<file path="src/rtl/controller.sv">
// Multi-cycle MIPS control unit: Moore FSM sequencing fetch/decode/execute/memory/writeback plus ALU decoder.
// Latency: one state per clock; outputs follow the state register, pcen/alucontrol also follow zero/funct combinationally.
// Backpressure: none; the FSM advances every cycle, synchronous active-high reset returns it to FETCH.
module controller (
  input  logic       clk,
  input  logic       reset,
  input  logic [5:0] op,
  input  logic [5:0] funct,
  input  logic       zero,
  output logic       pcen,
  output logic       memwrite,
  output logic       irwrite,
  output logic       regwrite,
  output logic       alusrca,
  output logic       iord,
  output logic       memtoreg,
  output logic       regdst,
  output logic [1:0] alusrcb,
  output logic [1:0] pcsrc,
  output logic [3:0] alucontrol
);

  typedef enum logic [3:0] {
    FETCH   = 4'd0,
    DECODE  = 4'd1,
    MEMADR  = 4'd2,
    MEMRD   = 4'd3,
    MEMWB   = 4'd4,
    MEMWR   = 4'd5,
    RTYPEEX = 4'd6,
    RTYPEWB = 4'd7,
    BEQEX   = 4'd8,
    ADDIEX  = 4'd9,
    ADDIWB  = 4'd10,
    JEX     = 4'd11
  } state_t;

  localparam logic [5:0] OP_LW    = 6'b100011;
  localparam logic [5:0] OP_SW    = 6'b101011;
  localparam logic [5:0] OP_RTYPE = 6'b000000;
  localparam logic [5:0] OP_BEQ   = 6'b000100;
  localparam logic [5:0] OP_ADDI  = 6'b001000;
  localparam logic [5:0] OP_J     = 6'b000010;

  state_t     r_state;
  state_t     w_next;
  logic       w_pcwrite;
  logic       w_branch;
  logic [1:0] w_aluop;

  // State register; reset aborts any in-flight instruction.
  always_ff @(posedge clk) begin
    if (reset) r_state <= FETCH;
    else       r_state <= w_next;
  end

  // Next-state and Moore output decode; everything defaults to inactive.
  always_comb begin
    w_next    = FETCH;
    w_pcwrite = 1'b0;
    w_branch  = 1'b0;
    w_aluop   = 2'b00;
    memwrite  = 1'b0;
    irwrite   = 1'b0;
    regwrite  = 1'b0;
    alusrca   = 1'b0;
    iord      = 1'b0;
    memtoreg  = 1'b0;
    regdst    = 1'b0;
    alusrcb   = 2'b00;
    pcsrc     = 2'b00;
    case (r_state)
      FETCH: begin
        w_next    = DECODE;
        alusrcb   = 2'b01;
        irwrite   = 1'b1;
        w_pcwrite = 1'b1;
      end
      DECODE: begin
        alusrcb = 2'b11;
        case (op)
          OP_LW, OP_SW: w_next = MEMADR;
          OP_RTYPE:     w_next = RTYPEEX;
          OP_BEQ:       w_next = BEQEX;
          OP_ADDI:      w_next = ADDIEX;
          OP_J:         w_next = JEX;
          default:      w_next = FETCH;
        endcase
      end
      MEMADR: begin
        alusrca = 1'b1;
        alusrcb = 2'b10;
        // Only lw and sw reach here; anything other than lw is the store path.
        w_next  = (op == OP_LW) ? MEMRD : MEMWR;
      end
      MEMRD: begin
        iord   = 1'b1;
        w_next = MEMWB;
      end
      MEMWB: begin
        memtoreg = 1'b1;
        regwrite = 1'b1;
      end
      MEMWR: begin
        iord     = 1'b1;
        memwrite = 1'b1;
      end
      RTYPEEX: begin
        alusrca = 1'b1;
        w_aluop = 2'b10;
        w_next  = RTYPEWB;
      end
      RTYPEWB: begin
        regdst   = 1'b1;
        regwrite = 1'b1;
      end
      BEQEX: begin
        alusrca  = 1'b1;
        w_aluop  = 2'b01;
        pcsrc    = 2'b01;
        w_branch = 1'b1;
      end
      ADDIEX: begin
        alusrca = 1'b1;
        alusrcb = 2'b10;
        w_next  = ADDIWB;
      end
      ADDIWB: begin
        regwrite = 1'b1;
      end
      JEX: begin
        pcsrc     = 2'b10;
        w_pcwrite = 1'b1;
      end
      default: w_next = FETCH;
    endcase
  end

  // ALU decoder: fixed add/sub for address and branch, funct field for R-type.
  always_comb begin
    alucontrol = 4'b0010;
    case (w_aluop)
      2'b01: alucontrol = 4'b0110;
      2'b10: begin
        case (funct)
          6'b100000: alucontrol = 4'b0010;
          6'b100010: alucontrol = 4'b0110;
          6'b100100: alucontrol = 4'b0000;
          6'b100101: alucontrol = 4'b0001;
          6'b101010: alucontrol = 4'b0111;
          6'b100111: alucontrol = 4'b1100;
          default:   alucontrol = 4'b0010;
        endcase
      end
      default: alucontrol = 4'b0010;
    endcase
  end

  assign pcen = w_pcwrite | (w_branch & zero);

endmodule

</file>
<file path="config.mk">
export PLATFORM = sky130hd
export DESIGN_NAME = controller
export DESIGN_NICKNAME = d
export VERILOG_FILES = /design/src/rtl/controller.sv
export SDC_FILE = /design/constraint.sdc
export NUM_CORES = 1
export LEC_CHECK = 0
export CAP_MARGIN = 20
export CORE_AREA = 2 2 39 41
export DETAILED_ROUTE_END_ITERATION = 6
export DIE_AREA = 0 0 41 43
export DONT_BUFFER_PORTS = 1
export PLACE_DENSITY = 0.66
export SKIP_LAST_GASP = 1
export SLEW_MARGIN = 20
export SYNTH_ARGS = -nofsm -noshare
export SYNTH_HDL_FRONTEND = slang
export SYNTH_SLANG_ARGS = --single-unit
</file>
<file path="constraint.sdc">
create_clock -name clk -period 4.2 [get_ports clk]
set_input_delay 0.42 -clock clk [delete_from_list [all_inputs] [get_ports clk]]
set_output_delay 0.42 -clock clk [all_outputs]
set_load 0.01 [all_outputs]
</file>
; After elaboration in Yosys (flattened, before gate mapping)
; Index checks and enable logic that the tools add are counted.
[word_totals]
register_bits = 4
latch_bits = 0
ramBits = 0
romBits = 0
in_bits = 15
out_inout_bits = 16
wordCells = 51
memories = 0
[op_classes]
add_sub_neg = 0
mul = 0
div = 0
n_lt_le_gt_ge = 0
eq_ne = 23
n_shift = 0
mux = 17
bitwise = 2
reduce_logical = 8
[op_table]
columns = operator, count
row1 = "equality test 6 bit, second input constant", 7
row2 = one-hot mux 4 bit (5 select lines), 2
row3 = one-hot mux 4 bit (6 select lines), 1
row4 = "equality test 4 x 3 -> 1 bit, second input constant", 4
row5 = "equality test 4 bit, second input constant", 4
row6 = 2-to-1 mux 1 bit, 9
row7 = "equality test 4 x 2 -> 1 bit, second input constant", 2
row8 = one-hot mux 2 bit (2 select lines), 2
row9 = one-hot mux 4 bit (2 select lines), 1
row10 = OR reduction 2 bit, 4
row11 = "equality test 6 x 2 -> 1 bit, second input constant", 1
row12 = "equality test 6 x 3 -> 1 bit, second input constant", 1
row13 = "equality test 6 x 4 -> 1 bit, second input constant", 1
row14 = logical NOT 6 bit, 1
row15 = one-hot mux 2 bit (3 select lines), 1
row16 = "equality test 4 x 1 -> 1 bit, second input constant", 1
row17 = logical NOT 4 bit, 1
row18 = OR reduction 4 bit, 1
row19 = 2-to-1 mux 3 bit, 1
row20 = OR reduction 3 bit, 1
row21 = "equality test 2 x 1 -> 1 bit, second input constant", 1
row22 = "equality test 2 bit, second input constant", 1
row23 = bitwise AND 1 bit, 1
row24 = bitwise OR 1 bit, 1

; Longest topological paths before layout
; Gate-level depths: netlist of run 1.
[logic_depth]
depth_word = 4
depth_mapped = 8

; Worst setup path before layout of run 1
; Ideal clock, no wire load.
[synth_path]
path_kind = register -> output
from = reg r_state[3]
to = out alucontrol[3]
t_arrival_ns = 1.723
required_time_ns = 3.780
slack_ns = 2.057
stages_incl_launch_ff = 7
path_buffers = 1
cell_sequence = dfxtp_1 -> buf_6 -> nand2b_1 -> or2_2 -> inv_1 -> ha_1 -> nor4b_1
[synth_between]
elab_chain_len = 4
word_cells_on_any_way = 6
[synth_lines]
columns = item, line
row1 = "start, declared", 45  ; state_t r_state;
row2 = "start signal, assigned", 54  ; else r_state <= w_next;
row3 = equality test 4 bit or equality test 4 x 3 -> 1 bit (tied branches), 72  ; case (r_state)
row4 = one-hot mux 2 bit (2 select lines) *, 72
row5 = equality test 2 bit or equality test 2 x 1 -> 1 bit (tied branches), 142  ; case (w_aluop)
row6 = one-hot mux 4 bit (2 select lines) *, 142
row7 = "end, declared", 20  ; output logic [3:0] alucontrol
; Mark *: on every way between the ends. The rest lies on a longest branch, timed or not.

; Worst setup path in the final report of run 1
[layout_path]
from = reg r_state[2]
to = out alucontrol[3]
; The elaborated chain is that of the path after synthesis.

==> report_table.html, run 1 <==
<table>
<tr><th>Metric</th><th>Value</th></tr>
<tr><th colspan="2">CTS</th></tr>
<tr><td>Number of clock buffers inserted by TritonCTS</td><td>3</td></tr>
<tr><td>Post-CTS Hold Fix Bufs</td><td>0</td></tr>
<tr><td>TritonCTS clock tree</td><td>built</td></tr>
<tr><td>Buffer cell driving the clock tree root</td><td>clkbuf_4</td></tr>
<tr><td>Post-CTS setup repair buffer count</td><td>0</td></tr>
<tr><td>Worst-case clock buffer depth</td><td>2</td></tr>
<tr><td>Clock network latency to the later pin of the worst-skew pair</td><td>0.23 ns</td></tr>
<tr><td>CTS clock-pin slew for the worst setup and hold paths</td><td>0.04 ns</td></tr>
<tr><td>Clk sink count</td><td>4</td></tr>
<tr><td>Clock H-tree levels</td><td>1</td></tr>
<tr><td>Number of resized instances in the post-cts repair step</td><td>0</td></tr>
<tr><th colspan="2">Yosys</th></tr>
<tr><td>Average footprint of a synthesized cell</td><td>between 6 and 7 sq um</td></tr>
<tr><td>Number of flops mapped to enable cells by yosys</td><td>0</td></tr>
<tr><td>Share of synthesized registers carrying an async set or reset</td><td>0%</td></tr>
<tr><td>Synthesis Warnings</td><td>0</td></tr>
<tr><td>Biggest area contributors in the synthesized netlist</td><td>dfxtp_1 (15%), nor2_1 (9.3%), a21oi_1 (5.7%)</td></tr>
<tr><td>Most area-hungry cell type in the Yosys netlist</td><td>dfxtp_1</td></tr>
<tr><td>Netlist Area Pre-Place</td><td>524 sq um</td></tr>
<tr><td>Synthesized net count</td><td>between 90 and 100</td></tr>
<tr><td>Sequential area share after synthesis</td><td>between 10% and 20%</td></tr>
<tr><td>Most used flip-flop cell after synthesis</td><td>dfxtp_1</td></tr>
<tr><td>Synth top area share</td><td>15.3%</td></tr>
<tr><td>Synth unique cells</td><td>33</td></tr>
<tr><td>Number of storage elements in the synthesis netlist</td><td>4</td></tr>
<tr><td>Gate Count Post-Synth</td><td>81</td></tr>
<tr><th colspan="2">Die</th></tr>
<tr><td>Die area</td><td>around 1800 sq um</td></tr>
<tr><td>Core region area</td><td>1380 sq um</td></tr>
<tr><td>Row cnt</td><td>14</td></tr>
<tr><td>Die outline height</td><td>43 um</td></tr>
<tr><td>Width of the die</td><td>41 um</td></tr>
<tr><td>Initial cell density of the core</td><td>37.9%</td></tr>
<tr><td>Number of I/O pins</td><td>31</td></tr>
<tr><th colspan="2">Final layout</th></tr>
<tr><td>Final core area utilization</td><td>approximately two fifths</td></tr>
<tr><td>Highest-count cells in the layout ignoring fill and taps</td><td>nor2_1 (13), a21oi_1 (6), nand3_1 (6)</td></tr>
<tr><td>Reg with most FFs</td><td>r_state</td></tr>
<tr><td>Number of antenna repair diodes</td><td>0</td></tr>
<tr><td>Total non-filler cell area in the finished layout</td><td>544 sq um</td></tr>
<tr><td>Max FFs per register</td><td>4</td></tr>
<tr><td>Layout cells sized above 1</td><td>7.50%</td></tr>
<tr><td>Final Net Count</td><td>99</td></tr>
<tr><td>Post-layout instance count excluding filler cells</td><td>96</td></tr>
<tr><td>Most common library cell in the layout ignoring fill and taps</td><td>nor2_1</td></tr>
<tr><td>Area growth from synthesis to final layout</td><td>3.82%</td></tr>
<tr><td>Leading registers by flop count</td><td>r_state: 4 flops</td></tr>
<tr><th colspan="2">Global route</th></tr>
<tr><td>Number of antenna violations at the first check in global routing</td><td>0</td></tr>
<tr><td>Overall fraction of global-route tracks in use</td><td>14.6%</td></tr>
<tr><td>Pin count of the biggest net entering global routing</td><td>16</td></tr>
<tr><td>Vias in the first global route</td><td>503</td></tr>
<tr><td>Aggregate global routing overflow</td><td>0</td></tr>
<tr><td>Global-route wire length before repair</td><td>1840 um</td></tr>
<tr><th colspan="2">STA</th></tr>
<tr><td>Final-layout worst hold slack</td><td>around 0.41 ns</td></tr>
<tr><td>Final hold violations</td><td>0</td></tr>
<tr><td>Worst-case headroom to the max-slew limit</td><td>between 60% and 70%</td></tr>
<tr><td>Final clock period utilization by the worst path</td><td>63.4%</td></tr>
<tr><td>Finish-stage setup viols</td><td>0</td></tr>
<tr><td>Clock Skew</td><td>0.00105 ns</td></tr>
<tr><td>Worst-margin pin slew</td><td>0.564 ns</td></tr>
<tr><td>Total negative setup slack</td><td>0 ns</td></tr>
<tr><td>Unrepaired setup endpoints after global routing</td><td>false</td></tr>
<tr><td>Number of max-slew violations in the final report</td><td>0</td></tr>
<tr><td>Minimum clock period after layout</td><td>~2.7 ns</td></tr>
<tr><td>Maximum clock frequency</td><td>between 300 and 400 MHz</td></tr>
<tr><th colspan="2">Drt</th></tr>
<tr><td>Count of unresolved DRC violations after routing</td><td>0</td></tr>
<tr><td>First-pass DRT Iterations</td><td>2</td></tr>
<tr><td>Wire per inst</td><td>12.1 um</td></tr>
<tr><td>WL final</td><td>1160 um</td></tr>
<tr><td>Via density per instance</td><td>about 6</td></tr>
<tr><td>Number of DRC violations after detailed-routing iteration 0</td><td>12</td></tr>
<tr><td>Antenna viol nets, final</td><td>0</td></tr>
<tr><td>Count of vias placed by the detailed router</td><td>571</td></tr>
<tr><th colspan="2">Run status</th></tr>
<tr><td>Run status</td><td>complete, no violations</td></tr>
<tr><th colspan="2">Min path</th></tr>
<tr><td>Worst hold path class</td><td>input pin to register</td></tr>
<tr><td>Hold EP</td><td>r_state[3]$_SDFF_PP0_</td></tr>
<tr><td>Cell depth of the worst hold path</td><td>2</td></tr>
<tr><td>Critical hold path startpoint</td><td>op[2]</td></tr>
<tr><th colspan="2">Critical path</th></tr>
<tr><td>Crit Reg-Reg Startpoint</td><td>r_state[2]$_SDFF_PP0_</td></tr>
<tr><td>Worst endpoint required time</td><td>roughly 3.8 ns</td></tr>
<tr><td>CP top delay family</td><td>simple AND/OR/NAND/NOR gates</td></tr>
<tr><td>CP cell instances</td><td>nand2b_1 &gt; or2_2 &gt; inv_1 &gt; ha_1 &gt; nor4b_1</td></tr>
<tr><td>Worst Setup End Kind</td><td>output port</td></tr>
<tr><td>Depth of the critical timing path with buffers and inverters included</td><td>5</td></tr>
<tr><td>Largest stage delay on the critical path</td><td>0.58 ns</td></tr>
<tr><td>Peak fanout along the critical path</td><td>15</td></tr>
<tr><td>Crit Path Category</td><td>register to output port</td></tr>
<tr><td>R2R depth</td><td>4</td></tr>
<tr><td>Cell with the largest stage delay on the worst path</td><td>dfxtp_1</td></tr>
<tr><td>R2r setup slk</td><td>2.71 ns</td></tr>
<tr><td>Arrival time of data at the critical path endpoint</td><td>2.24 ns</td></tr>
<tr><td>Setup crit start kind</td><td>register</td></tr>
<tr><td>Buffers &amp; Inverters on Critical Path</td><td>1</td></tr>
<tr><td>Capture point of the worst reg-to-reg path</td><td>r_state[3]$_SDFF_PP0_</td></tr>
<tr><th colspan="2">Power</th></tr>
<tr><td>Peak supply drop</td><td>93.3 uV</td></tr>
<tr><td>Leakage dissipation</td><td>0.000190 uW</td></tr>
<tr><td>Power density over the cells</td><td>~200 nW/um^2</td></tr>
<tr><th colspan="2">Placed design</th></tr>
<tr><td>Dpl hpwl</td><td>973 um</td></tr>
<tr><td>Area of placed instances</td><td>522 sq um</td></tr>
<tr><td>Placer Congestion</td><td>between 0.7 and 0.8</td></tr>
<tr><td>Count of port buffers added during placement</td><td>0</td></tr>
<tr><td># placed instances</td><td>93</td></tr>
<tr><th colspan="2">Run</th></tr>
<tr><td>Max-cap violation count</td><td>0</td></tr>
</table>
==> how the worst max path moves through the flow <==
stage,startpoint,end,slack (ns)
2_1_floorplan,r_state[3]$_SDFF_PP0_,alucontrol[3],2.06
3_3_place_gp,r_state[2]$_SDFF_PP0_,alucontrol[3],1.81
3_5_place_dp,r_state[2]$_SDFF_PP0_,alucontrol[3],1.77
4_1_cts,r_state[2]$_SDFF_PP0_,alucontrol[3],1.52
5_1_grt,r_state[2]$_SDFF_PP0_,alucontrol[3],1.35
6_report,r_state[2]$_SDFF_PP0_,alucontrol[3],1.54
==> area by class of cell <==
class,count,area [sq um]
clock buffer,3,22.5
fill,151,840
inverter,5,18.8
multi-input combinational,68,403
sequential,4,80.1
tap,16,20.0
==> worst reg2reg max path, delay by kind of cell (launching register included) <==
| kind | cells | cell delay, ns |
|---|---|---|
| flops | 1 | 0.43 |
| compound gates | 1 | 0.17 |
| simple gates | 3 | 0.81 |
==> metal layers <==
layer  routed length [um]  part of all wire (%)  up-vias  track usage [%]
met5                    0                     0        -                0
met4                    0                     0        0             4.00
met3                  108                   9.3        0             5.76
met2                  579                    50       22             25.9
met1                  469                    41      260             14.6
li1                     -                     -      289                -
==> synthesized netlist by cell type (2+ instances only) <==
library cell,count
clkbuf_1,3
nand2_1,5
xor2_1,2
ha_1,2
o21ai_0,5
nor4_1,2
a31oi_1,2
a21oi_1,6
inv_1,5
nand3_1,6
dfxtp_1,4
nor2_1,13
nor3_1,3
nand2b_1,4
==> logic make-up (layout without fill, tap and decap cells) <==
logic type      after synthesis  count (layout)  synth area share [%]
buf+inv                       9               8                  7.88
compound gates               20              20                  23.6
flops                         4               4                  15.3
xor+xnor                      2               2                  3.34
simple gates                 44              44                  45.1
fa+ha+maj                     2               2                  4.77
==> where the power goes <==
group	leakage (uW)	internal [uW]	switching [uW]	total, uW
Clock	0.0000138	31.8	13.9	45.8
Combinational	0.000143	8.69	11.4	20.1
Sequential	0.0000326	39.4	3.29	42.7
Total	0.000190	79.9	28.6	109
==> stage by stage <==
step                      setup slack, ns  total power, uW
after global placement               1.81             63.2
after detailed placement             1.77             63.5
after global routing                 1.35              118
after floorplan                      2.06             61.1
after CTS                            1.52              111
final                                1.54              109
(Power assumes the default switching activity.)
==> run 2, diff against run 1 <==
--- a/config.mk
+++ b/config.mk
@@ -5,12 +5,13 @@
 export SDC_FILE = /design/constraint.sdc
 export NUM_CORES = 1
 export LEC_CHECK = 0
+export ABC_AREA = 1
 export CAP_MARGIN = 20
 export CORE_AREA = 2 2 39 41
 export DETAILED_ROUTE_END_ITERATION = 6
 export DIE_AREA = 0 0 41 43
 export DONT_BUFFER_PORTS = 1
-export PLACE_DENSITY = 0.66
+export PLACE_DENSITY = 0.7
 export SKIP_LAST_GASP = 1
 export SLEW_MARGIN = 20
 export SYNTH_ARGS = -nofsm -noshare
==> constraint.sdc (replaced) <==
create_clock -name clk -period 2.25 [get_ports clk]
set_input_delay 0.225 -clock clk [delete_from_list [all_inputs] [get_ports clk]]
set_output_delay 0.225 -clock clk [all_outputs]
set_load 0.01 [all_outputs]
==> report_table.html, run 2 <==
<table>
<tr><th>Metric</th><th>Value</th></tr>
<tr><th colspan="2">Power</th></tr>
<tr><td>Cell-internal power</td><td>145 uW (+81%)</td></tr>
<tr><td>Leakage dissipation</td><td>0.000320 uW (+69%)</td></tr>
<tr><td>Gate power share</td><td>20.5% (+2.0 points)</td></tr>
<tr><td>Psw</td><td>56.0 uW (+96%)</td></tr>
<tr><td>Switching part of the total</td><td>27.9% (+1.5 points)</td></tr>
<tr><td>Clock share of power</td><td>41.9% (-0.3 points)</td></tr>
<tr><td>Sequential group share of total power</td><td>37.6% (-1.7 points)</td></tr>
<tr><td>Peak supply drop</td><td>382 uV (+310%)</td></tr>
<tr><td>Power density over the cells</td><td>338 nW/um^2 (+69%)</td></tr>
<tr><th colspan="2">Drt</th></tr>
<tr><td>Number of DRC violations after detailed-routing iteration 0</td><td>6 (-6)</td></tr>
<tr><td>Wire per inst</td><td>9.95 um (-17%)</td></tr>
<tr><td>First-pass DRT Iterations</td><td>3 (+1)</td></tr>
<tr><td>Via density per instance</td><td>5.02 (-16%)</td></tr>
<tr><td>WL final</td><td>1260 um (+9.2%)</td></tr>
<tr><td>Count of unresolved DRC violations after routing</td><td>0 (unchanged)</td></tr>
<tr><td>Count of vias placed by the detailed router</td><td>637 (+12%)</td></tr>
<tr><td>Antenna viol nets, final</td><td>0 (unchanged)</td></tr>
<tr><th colspan="2">STA</th></tr>
<tr><td>Finish-stage setup viols</td><td>0 (unchanged)</td></tr>
<tr><td>Final hold violations</td><td>0 (unchanged)</td></tr>
<tr><td>Clock Skew</td><td>0.00390 ns (+0.00286 ns)</td></tr>
<tr><td>Worst-margin pin slew</td><td>0.397 ns (-0.167 ns)</td></tr>
<tr><td>Final clock period utilization by the worst path</td><td>just over 90%</td></tr>
<tr><td>Setup slack of the critical path after layout</td><td>0.209 ns (-1.33 ns)</td></tr>
<tr><td>Worst-case headroom to the max-slew limit</td><td>73.3% (+11 points)</td></tr>
<tr><td>Total negative setup slack</td><td>0 ns (unchanged)</td></tr>
<tr><td>Minimum clock period after layout</td><td>2.04 ns</td></tr>
<tr><td>Maximum clock frequency</td><td>490 MHz</td></tr>
<tr><td>Number of max-slew violations in the final report</td><td>0 (unchanged)</td></tr>
<tr><td>Unrepaired setup endpoints after global routing</td><td>false</td></tr>
<tr><th colspan="2">Final layout</th></tr>
<tr><td>Area growth from synthesis to final layout</td><td>7.71%</td></tr>
<tr><td>Multi-input logic area</td><td>389 sq um (-3.4%)</td></tr>
<tr><td>Layout cells sized above 1</td><td>12.6% (+5.1 points)</td></tr>
<tr><td>Reg with most FFs</td><td>r_state</td></tr>
<tr><td>Storage element area</td><td>80.1 sq um (unchanged)</td></tr>
<tr><td>Most common library cell in the layout ignoring fill and taps</td><td>nor2_1</td></tr>
<tr><td>Highest-count cells in the layout ignoring fill and taps</td><td>nor2_1 (25), nand2_1 (24), inv_1 (18)</td></tr>
<tr><td>Leading registers by flop count</td><td>r_state: 4 flops</td></tr>
<tr><td>Total non-filler cell area in the finished layout</td><td>594 sq um (+9.2%)</td></tr>
<tr><td>Final Net Count</td><td>130 (+31%)</td></tr>
<tr><td>Fill cells</td><td>159 (+5.3%)</td></tr>
<tr><td>Max FFs per register</td><td>4 (unchanged)</td></tr>
<tr><td>Number of antenna repair diodes</td><td>0 (unchanged)</td></tr>
<tr><th colspan="2">CTS</th></tr>
<tr><td>Worst-case clock buffer depth</td><td>2 (unchanged)</td></tr>
<tr><td>Clk sink count</td><td>4 (unchanged)</td></tr>
<tr><td>Clock network latency to the later pin of the worst-skew pair</td><td>0.23 ns (about the same)</td></tr>
<tr><td>Post-CTS setup repair buffer count</td><td>0 (unchanged)</td></tr>
<tr><td>Buffer cell driving the clock tree root</td><td>clkbuf_4</td></tr>
<tr><td>TritonCTS clock tree</td><td>built</td></tr>
<tr><td>CTS clock-pin slew for the worst setup and hold paths</td><td>0.04 ns (about the same)</td></tr>
<tr><td>Number of clock buffers inserted by TritonCTS</td><td>3 (unchanged)</td></tr>
<tr><td>Clock H-tree levels</td><td>1 (unchanged)</td></tr>
<tr><td>Post-CTS Hold Fix Bufs</td><td>0 (unchanged)</td></tr>
<tr><td>Number of resized instances in the post-cts repair step</td><td>0 (unchanged)</td></tr>
<tr><th colspan="2">Critical path</th></tr>
<tr><td>Arrival time of data at the critical path endpoint</td><td>1.82 ns (-0.42 ns)</td></tr>
<tr><td>Setup crit start kind</td><td>register</td></tr>
<tr><td>Peak fanout along the critical path</td><td>4 (-11)</td></tr>
<tr><td>Crit Path Category</td><td>register to output port</td></tr>
<tr><td>Worst endpoint required time</td><td>2.03 ns (-1.75 ns)</td></tr>
<tr><td>Worst Setup End Kind</td><td>output port</td></tr>
<tr><th colspan="2">Yosys</th></tr>
<tr><td>Netlist Area Pre-Place</td><td>552 sq um (+5.3%)</td></tr>
<tr><td>Synthesized net count</td><td>125 (+28%)</td></tr>
<tr><td>Most area-hungry cell type in the Yosys netlist</td><td>nor2_1</td></tr>
<tr><td>Gate Count Post-Synth</td><td>108 (+33%)</td></tr>
<tr><td>Synthesis Warnings</td><td>0 (unchanged)</td></tr>
<tr><td>Share of synthesized registers carrying an async set or reset</td><td>0% (unchanged)</td></tr>
<tr><td>Synth unique cells</td><td>15 (-55%)</td></tr>
<tr><td>Commonest cells in the netlist</td><td>nor2_1 (25), nand2_1 (24), inv_1 (18)</td></tr>
<tr><td>Most frequent cell after synthesis</td><td>nor2_1</td></tr>
<tr><td>Sequential area share after synthesis</td><td>14.5% (-0.76 points)</td></tr>
<tr><td>Number of flops mapped to enable cells by yosys</td><td>0 (unchanged)</td></tr>
<tr><td>Most used flip-flop cell after synthesis</td><td>dfxtp_1</td></tr>
<tr><td>Average footprint of a synthesized cell</td><td>5.11 sq um (-21%)</td></tr>
<tr><td>Synth top area share</td><td>17.0% (+1.7 points)</td></tr>
<tr><td>Biggest area contributors in the synthesized netlist</td><td>nor2_1 (17%), nand2_1 (16%), dfxtp_1 (15%)</td></tr>
<tr><td>Number of storage elements in the synthesis netlist</td><td>4 (unchanged)</td></tr>
<tr><th colspan="2">Placed design</th></tr>
<tr><td>Post-Place Setup Slack</td><td>0.450 ns (-1.32 ns)</td></tr>
<tr><td>Dpl hpwl</td><td>1080 um (+11%)</td></tr>
<tr><td>Area of placed instances</td><td>572 sq um (+9.6%)</td></tr>
<tr><td>Count of port buffers added during placement</td><td>0 (unchanged)</td></tr>
<tr><td>Placer Congestion</td><td>0.796 (+5.2%)</td></tr>
<tr><th colspan="2">Die</th></tr>
<tr><td>Initial cell density of the core</td><td>39.9% (+2.0 points)</td></tr>
<tr><td>Die outline height</td><td>43 um (unchanged)</td></tr>
<tr><td>Row cnt</td><td>14 (unchanged)</td></tr>
<tr><td>Width of the die</td><td>41 um (unchanged)</td></tr>
<tr><td>Core region area</td><td>1380 sq um (unchanged)</td></tr>
<tr><td>Die area</td><td>1760 sq um (unchanged)</td></tr>
<tr><td>Number of I/O pins</td><td>31 (unchanged)</td></tr>
<tr><th colspan="2">Run status</th></tr>
<tr><td>Run status</td><td>complete, no violations</td></tr>
<tr><th colspan="2">Min path</th></tr>
<tr><td>Worst hold path class</td><td>input pin to register</td></tr>
<tr><th colspan="2">Global route</th></tr>
<tr><td>Global-route wire length before repair</td><td>1830 um (-0.76%)</td></tr>
<tr><td>Vias in the first global route</td><td>522 (+3.8%)</td></tr>
<tr><td>Aggregate global routing overflow</td><td>0 (unchanged)</td></tr>
<tr><td>Overall fraction of global-route tracks in use</td><td>14.7% (+0.071 points)</td></tr>
<tr><td>Number of antenna violations at the first check in global routing</td><td>0 (unchanged)</td></tr>
<tr><td>Pin count of the biggest net entering global routing</td><td>8 (-8)</td></tr>
<tr><th colspan="2">Run</th></tr>
<tr><td>Max-cap violation count</td><td>0 (unchanged)</td></tr>
</table>
-- run 2: cell types whose count changed after synthesis, moves of 3 or more --
cell      delta
nand2_1     +19
nor3_1       -3
nor2_1      +12
nand4_1      +4
nand3_1      +3
clkbuf_1     -3
inv_1       +13
nor2_2       +4
inv_2        +4
nand2b_1     -4
-- run 2: worst max-delay path, cell delays in order (launching register included) --
cell	delay (ns)
dfxtp_1	0.33
inv_1	0.06
nor2_1	0.15
inv_2	0.07
nor2_2	0.23
inv_2	0.07
ha_1	0.33
inv_1	0.10
nand2_1	0.05
nor2_1	0.19
-- run 2: cell families (layout without fill, tap and decap cells) --
kind of cell | after synthesis | after routing | synth area share [%]
AO/OA/AOI/OAI | 10 | 10 | 9.98
adder cells (fa/ha/maj) | 2 | 2 | 4.53
buffers and inverters | 22 | 25 | 15.0
flip-flops | 4 | 4 | 14.5
AND/OR/NAND/NOR | 70 | 70 | 56.0
-- run 2: area by class of cell --
class / instances / share of cell area, %
Tap cell: 16 / 3.37
Multi-Input combinational cell: 82 / 65.5
Inverter: 22 / 13.9
Sequential cell: 4 / 13.5
Clock buffer: 3 / 3.79
-- run 2: final timing paths --
kind	slack [ns]	cells after the start	from	to
worst max-delay path	0.21	9	r_state[3]$_SDFF_PP0_	alucontrol[3]
worst min-delay path	0.07	1	reset	r_state[0]$_SDFF_PP0_
worst max register to register	1.13	5	r_state[2]$_SDFF_PP0_	r_state[1]$_SDFF_PP0_
worst min register to register	0.67	3	r_state[3]$_SDFF_PP0_	r_state[0]$_SDFF_PP0_
-- run 2: stage by stage --
stage               hold slack [ns]  utilization, %  std cells  total power, uW
global route                 0.0657            42.9        127              214
finish                       0.0712            42.9        127              201
CTS                          0.0698            42.9        127              204
global placement              0.304            41.3        124              117
detailed placement            0.307            41.3        124              118
floorplan                     0.294               -        108              111
-- run 2: metal layers --
layer / global-route usage (%) / vias up / wire (um)
met1: 14.8 / 276 / 547
met3: 4.71 / 0 / 62
met4: 4.00 / 0 / 0
li1: - / 344 / -
met2: 26.6 / 17 / 653
met5: 0 / - / 0
-- run 2: power by group through the flow --
stage	Clock (uW)	Combinational (uW)	Sequential [uW]
floorplan	0	35.1	76.2
global placement	0	40.2	76.4
detailed placement	0	41.3	76.5
CTS	87.3	41.5	75.5
global route	89.9	48.5	75.9
finish	84.2	41.1	75.5
